## src/rtl/ntt_coeff_loader.sv

```systemverilog
// Ingest stage for the NTT core: reduces raw coefficients mod MODULUS and writes them (optionally
// bit-reversed) into the core, pads short frames with zeros, kicks the core, then waits for ntt_done.
module ntt_coeff_loader #(
  parameter int unsigned       LOGN        = 12,
  parameter int unsigned       WIDTH       = 64,
  parameter logic [WIDTH-1:0]  MODULUS     = 64'hffffffff00000001,
  parameter int unsigned       BIT_REVERSE = 1
) (
  input  logic             clk,
  input  logic             rst_n,
  input  logic             enable,
  input  logic             s_valid,
  output logic             s_ready,
  input  logic [WIDTH-1:0] s_data,
  input  logic             s_last,
  output logic             coeff_valid,
  output logic [WIDTH-1:0] coeff_data,
  output logic [LOGN-1:0]  coeff_addr,
  output logic             start_ntt,
  input  logic             ntt_done,
  output logic             frame_err,
  output logic [31:0]      frames_loaded,
  output logic             loader_busy
);

  typedef enum logic [2:0] {
    IDLE      = 3'd0,
    FILL      = 3'd1,
    PAD       = 3'd2,
    KICK      = 3'd3,
    WAIT_DONE = 3'd4
  } state_t;

  localparam logic [LOGN-1:0] LAST_IDX = {LOGN{1'b1}};
  localparam logic [LOGN-1:0] IDX_ONE  = {{(LOGN-1){1'b0}}, 1'b1};

  state_t           state, state_nxt;
  logic [LOGN-1:0]  idx;
  logic             accept;
  logic             wr_en;
  logic [WIDTH-1:0] wr_data;
  logic             err_set;
  logic             kick;

  function automatic logic [LOGN-1:0] map_addr(input logic [LOGN-1:0] i);
    logic [LOGN-1:0] r;
    r = i;
    if (BIT_REVERSE != 0) begin
      for (int b = 0; b < int'(LOGN); b++) r[b] = i[int'(LOGN)-1-b];
    end
    return r;
  endfunction

  // Any 64-bit value is below 2*MODULUS, so a single conditional subtract fully reduces it.
  function automatic logic [WIDTH-1:0] reduce(input logic [WIDTH-1:0] x);
    return (x >= MODULUS) ? (x - MODULUS) : x;
  endfunction

  always_ff @(posedge clk or negedge rst_n) begin
    if (!rst_n) state <= IDLE;
    else        state <= state_nxt;
  end

  always_comb begin
    state_nxt = state;
    unique case (state)
      IDLE: if (enable) state_nxt = FILL;
      FILL: begin
        if (accept) begin
          if (s_last && idx != LAST_IDX) state_nxt = PAD;
          else if (idx == LAST_IDX)      state_nxt = KICK;
        end
      end
      PAD:       if (idx == LAST_IDX) state_nxt = KICK;
      KICK:      state_nxt = WAIT_DONE;
      WAIT_DONE: if (ntt_done) state_nxt = enable ? FILL : IDLE;
      default:   state_nxt = IDLE;
    endcase
  end

  always_comb begin
    s_ready     = (state == FILL);
    loader_busy = (state != IDLE);
    accept      = s_valid && s_ready;
    wr_en       = accept || (state == PAD);
    wr_data     = (state == FILL) ? reduce(s_data) : '0;
    // Both an early s_last and a missing s_last on the final index are flagged.
    err_set     = accept && ((s_last && idx != LAST_IDX) || (!s_last && idx == LAST_IDX));
    kick        = (state == KICK);
  end

  always_ff @(posedge clk or negedge rst_n) begin
    if (!rst_n) begin
      idx           <= '0;
      coeff_valid   <= 1'b0;
      coeff_data    <= '0;
      coeff_addr    <= '0;
      start_ntt     <= 1'b0;
      frame_err     <= 1'b0;
      frames_loaded <= '0;
    end else begin
      coeff_valid <= wr_en;
      start_ntt   <= kick;
      frame_err   <= err_set;
      if (wr_en) begin
        coeff_data <= wr_data;
        coeff_addr <= map_addr(idx);
        idx        <= idx + IDX_ONE;
      end
      if (kick) begin
        idx           <= '0;
        frames_loaded <= frames_loaded + 32'd1;
      end
    end
  end

endmodule

```

## config.mk

```make
export PLATFORM = sky130hd
export DESIGN_NAME = ntt_coeff_loader
export DESIGN_NICKNAME = d
export VERILOG_FILES = /design/src/rtl/ntt_coeff_loader.sv
export SDC_FILE = /design/constraint.sdc
export NUM_CORES = 1
export LEC_CHECK = 0
export ABC_AREA = 0
export CAP_MARGIN = 20
export CORE_AREA = 2 2 132 134
export CTS_BUF_LIST = sky130_fd_sc_hd__clkbuf_8
export DETAILED_ROUTE_END_ITERATION = 6
export DIE_AREA = 0 0 134 136
export GPL_TIMING_DRIVEN = 0
export SLEW_MARGIN = 20
export SYNTH_ARGS = -nofsm -noshare
export SYNTH_HDL_FRONTEND = slang
export SYNTH_SLANG_ARGS = --single-unit
```

## constraint.sdc

```tcl
create_clock -name clk -period 4.4 [get_ports clk]
set_input_delay 1.1 -clock clk [delete_from_list [all_inputs] [get_ports clk]]
set_output_delay 1.1 -clock clk [all_outputs]
set_load 0.03 [all_outputs]
```

==> implementation parameters <==
Parameter                              Value

Finish
  Share of post-route cells with drive strength above 1    6.692%
  Number of filler cells placed in the layout    around 1.6k
  Antenna Cells    0
  Final design instance area without fill    roughly 8300 um^2
  Fin cells    1,002
  Number of nets in the finished design    839
  Layout overhead on the synthesized area    44.09%

Global routing
  Maximum number of pins on one net before global-route repair    71
  Vias in the first global route    4,907
  Initial antenna violation count    0
  GRT overflow    0
  GRT Total Usage    17.98%
  First-pass GRT wire length    between 20,000 and 30,000 um

Synthesis
  Cells after Synth    562
  Proportion of synthesized chip area in sequential cells    54.49%
  Most common cell in the netlist    sky130_fd_sc_hd__dfrtp_1
  Mapped Area    5787 um^2
  Number of warnings printed during yosys synthesis    0
  Mean instance size in the synthesized netlist    10.30 um^2
  Area share of the leading cell type in the synthesized netlist    54.49%
  Count of flip-flops with a built-in enable after synthesis    0
  Total nets after synthesis    637
  Asr flop ratio synth    100.0%
  Ys flop type    sky130_fd_sc_hd__dfrtp_1
  Post-synth cell types    43
  Largest area contributor in the netlist    sky130_fd_sc_hd__dfrtp_1
  #FFs+latches synth    126
  Biggest area contributors in the synthesized netlist    sky130_fd_sc_hd__dfrtp_1, sky130_fd_sc_hd__xnor2_1, sky130_fd_sc_hd__nand2_1
  Top cells by instance count after synthesis    sky130_fd_sc_hd__dfrtp_1, sky130_fd_sc_hd__nand2_1, sky130_fd_sc_hd__xnor2_1

Timing
  Worst Max-Slew Pin Slew    1.016 ns
  Crit share post-route    89.29%
  Hold violation count in the final report    0
  Final period demand of the worst path    3.929 ns
  Number of pins with negative max-slew slack in the final report    0
  Unrepaired setup endpoints after global routing    no
  Total Neg Setup Slack    0 ns
  Final setup violation count    0
  Setup skew after layout    0.009287 ns
  Worst slew margin    31.62%
  Highest clock frequency the design can meet    about 250 MHz

Floorplan
  Vert. Die Dim    136 um
  Die ar.    18,220 um^2
  Effective utilization at floorplan    about 34%
  Die W    134 um
  Site Rows    48
  Floorplan core area    around 17,000 um^2
  I/O pin count    183

Power and ir drop
  Total power after layout    2353 uW
  Total power density per cell area    282.2 nW/um^2
  Total leakage power    about 0.0034 uW
  Worst vdd rail ir drop    0.0001564 V

Placement
  Placed insts    a little under 1k
  Dpl hpwl    11,920 um
  Last weighted congestion value of the routability-driven placer    0.8210
  Number of port buffers    182
  Instance area at placement    about 7900 um^2

Status
  Run status    finished, final reports clean

Critical path
  Worst Path Max Fanout    10
  Setup slack on the worst flop-to-flop path    approximately 1.9 ns
  Crit end category    register
  End of the worst register-to-register path    frames_loaded[28]
  Arrival time reported for the critical path endpoint    4.30 ns
  Number of cells traversed by the worst register-to-register path    7
  Critical path launch point type    input pin
  Beginning of the worst register-to-register path    state[2]
  Required time of the worst setup path    4.77 ns
  CP Class    in2reg

Routing
  Post-detailed-route wirelength per cell    16.01 um
  Detailed Route WL    about 16,000 um
  Count of TritonRoute iterations in the first routing pass    6
  Drt drc    0
  Initial detailed-routing violation count    206
  Antenna-violating nets left    0
  Routed via count    4,979
  Drt via density    4.969

Min path
  Startpoint of the lowest-slack hold path    coeff_addr[4]
  Instance count along the most critical hold path    2
  Hold/Removal Path Class    reg2reg
  Worst hold endpoint    coeff_addr[4]

Clocking
  Cells resized by post-CTS repair    0
  Post-CTS Hold Fix Bufs    0
  Number of H-tree branching levels    4
  Post-CTS setup buffers    0
  Master cell of the clock root buffer    sky130_fd_sc_hd__clkbuf_8
  Clock Path Buffers    2
  Clock tree from TritonCTS    done
  Clock-pin transition on the worst setup and hold timing paths    0.08 ns
  Number of sinks driven by the clock tree    approximately 130
  Clock latency reported for the late side of the worst-skew pair    0.44 ns
  Inserted Clock Buffers    17

Job
  Max-cap violation count    0
## logic make-up after synthesis
logic type / share of synthesized area, %
AND/OR/NAND/NOR: 21.30
flip-flops: 54.49
AO/OA/AOI/OAI: 9.795
XOR/XNOR: 10.59
buffers and inverters: 2.378
adder cells (fa/ha/maj): 1.081
multiplexers: 0.3676
## per-layer routing
metal	wire length, um	global-route usage, %	vias to the layer above	part of all wire (%)
li1	-	-	2387	-
met1	7269	23.40	2411	45
met2	7462	28.66	158	47
met3	1052	5.518	23	6.6
met4	259	5.969	0	1.6
met5	0	0	-	0
## cell type report
cell class	count	area [um^2]	area share (%)
clock buffers	18	247.7	2.971
multi-input cells	402	2496	29.94
flip-flops and latches	126	3153	37.82
plain buffers	24	100.1	1.200
well taps	225	281.5	3.376
inverters	10	37.54	0.4502
repair buffers	183	1854	22.24
clock inverters	14	167.7	2.011
## per-stage QoR
stage | hold slack (ns) | util, % | setup slack, ns
after global placement | 0.4592 | 46.75 | -2.724
after CTS | 0.4824 | 49.41 | 0.5374
after detailed placement | 0.4625 | 46.95 | 0.06236
after global routing | 0.5078 | 49.41 | 0.1397
final | 0.4750 | 49.41 | 0.4713
after floorplan | 0.4621 | - | 0.9577
## critical path, stage by stage
cell and delay (ns):
sky130_fd_sc_hd__clkdlybuf4s50_1 0.51, sky130_fd_sc_hd__nor4_1 0.75, sky130_fd_sc_hd__nand3_1 0.45, sky130_fd_sc_hd__nor4b_1 0.59, sky130_fd_sc_hd__nor2_1 0.23, sky130_fd_sc_hd__a21oi_4 0.33, sky130_fd_sc_hd__buf_6 0.20, sky130_fd_sc_hd__a22o_1 0.13
## where the power goes
group	switching, uW	internal, uW	total, uW
Sequential	0	1160	1160
Clock	486	576	1060
Combinational	60.8	72.6	133
## placed cells by master, fill, tap and decap left out, types with 2 or more instances in the layout
cell                                n
sky130_fd_sc_hd__nor4_1            21
sky130_fd_sc_hd__xor2_1            15
sky130_fd_sc_hd__clkbuf_1          18
sky130_fd_sc_hd__inv_1             12
sky130_fd_sc_hd__buf_1              3
sky130_fd_sc_hd__nand4_1           18
sky130_fd_sc_hd__or4_4              2
sky130_fd_sc_hd__or2_2              8
sky130_fd_sc_hd__nand2_1           96
sky130_fd_sc_hd__ha_1               5
sky130_fd_sc_hd__and4_1             3
sky130_fd_sc_hd__dfrtp_1          126
sky130_fd_sc_hd__clkbuf_8          18
sky130_fd_sc_hd__inv_6              2
sky130_fd_sc_hd__o21ai_0           32
sky130_fd_sc_hd__or3_4              2
sky130_fd_sc_hd__clkinv_4           4
sky130_fd_sc_hd__a22o_1            33
sky130_fd_sc_hd__a21oi_1            6
sky130_fd_sc_hd__clkdlybuf4s50_1  181
sky130_fd_sc_hd__buf_2              2
sky130_fd_sc_hd__nor2_1            31
sky130_fd_sc_hd__a21o_1             2
sky130_fd_sc_hd__nor3_1            12
sky130_fd_sc_hd__nor4b_1            4
sky130_fd_sc_hd__or4_1              6
sky130_fd_sc_hd__nand3_1           15
sky130_fd_sc_hd__nor3b_1            2
sky130_fd_sc_hd__xnor2_1           55
sky130_fd_sc_hd__or3_1             12
sky130_fd_sc_hd__and3_1             7
sky130_fd_sc_hd__bufinv_16          3
sky130_fd_sc_hd__clkinv_2           2
## how the worst max path moves through the flow
stage	to	start
floorplan	coeff_data[43]	s_data[12]
global placement	coeff_data[13]	rst_n
detailed placement	coeff_data[48]	s_data[2]
CTS	coeff_data[48]	s_data[2]
global route	coeff_data[53]	s_data[2]
finish	coeff_data[53]	s_data[2]
## registers in the layout, summed over array words and instances (netlist names)
name	cells
coeff_data	64
frames_loaded	32
coeff_addr	12
idx	12
state	3
coeff_valid	1
frame_err	1
start_ntt	1
Note: power is estimated with default switching activity, not from simulation.
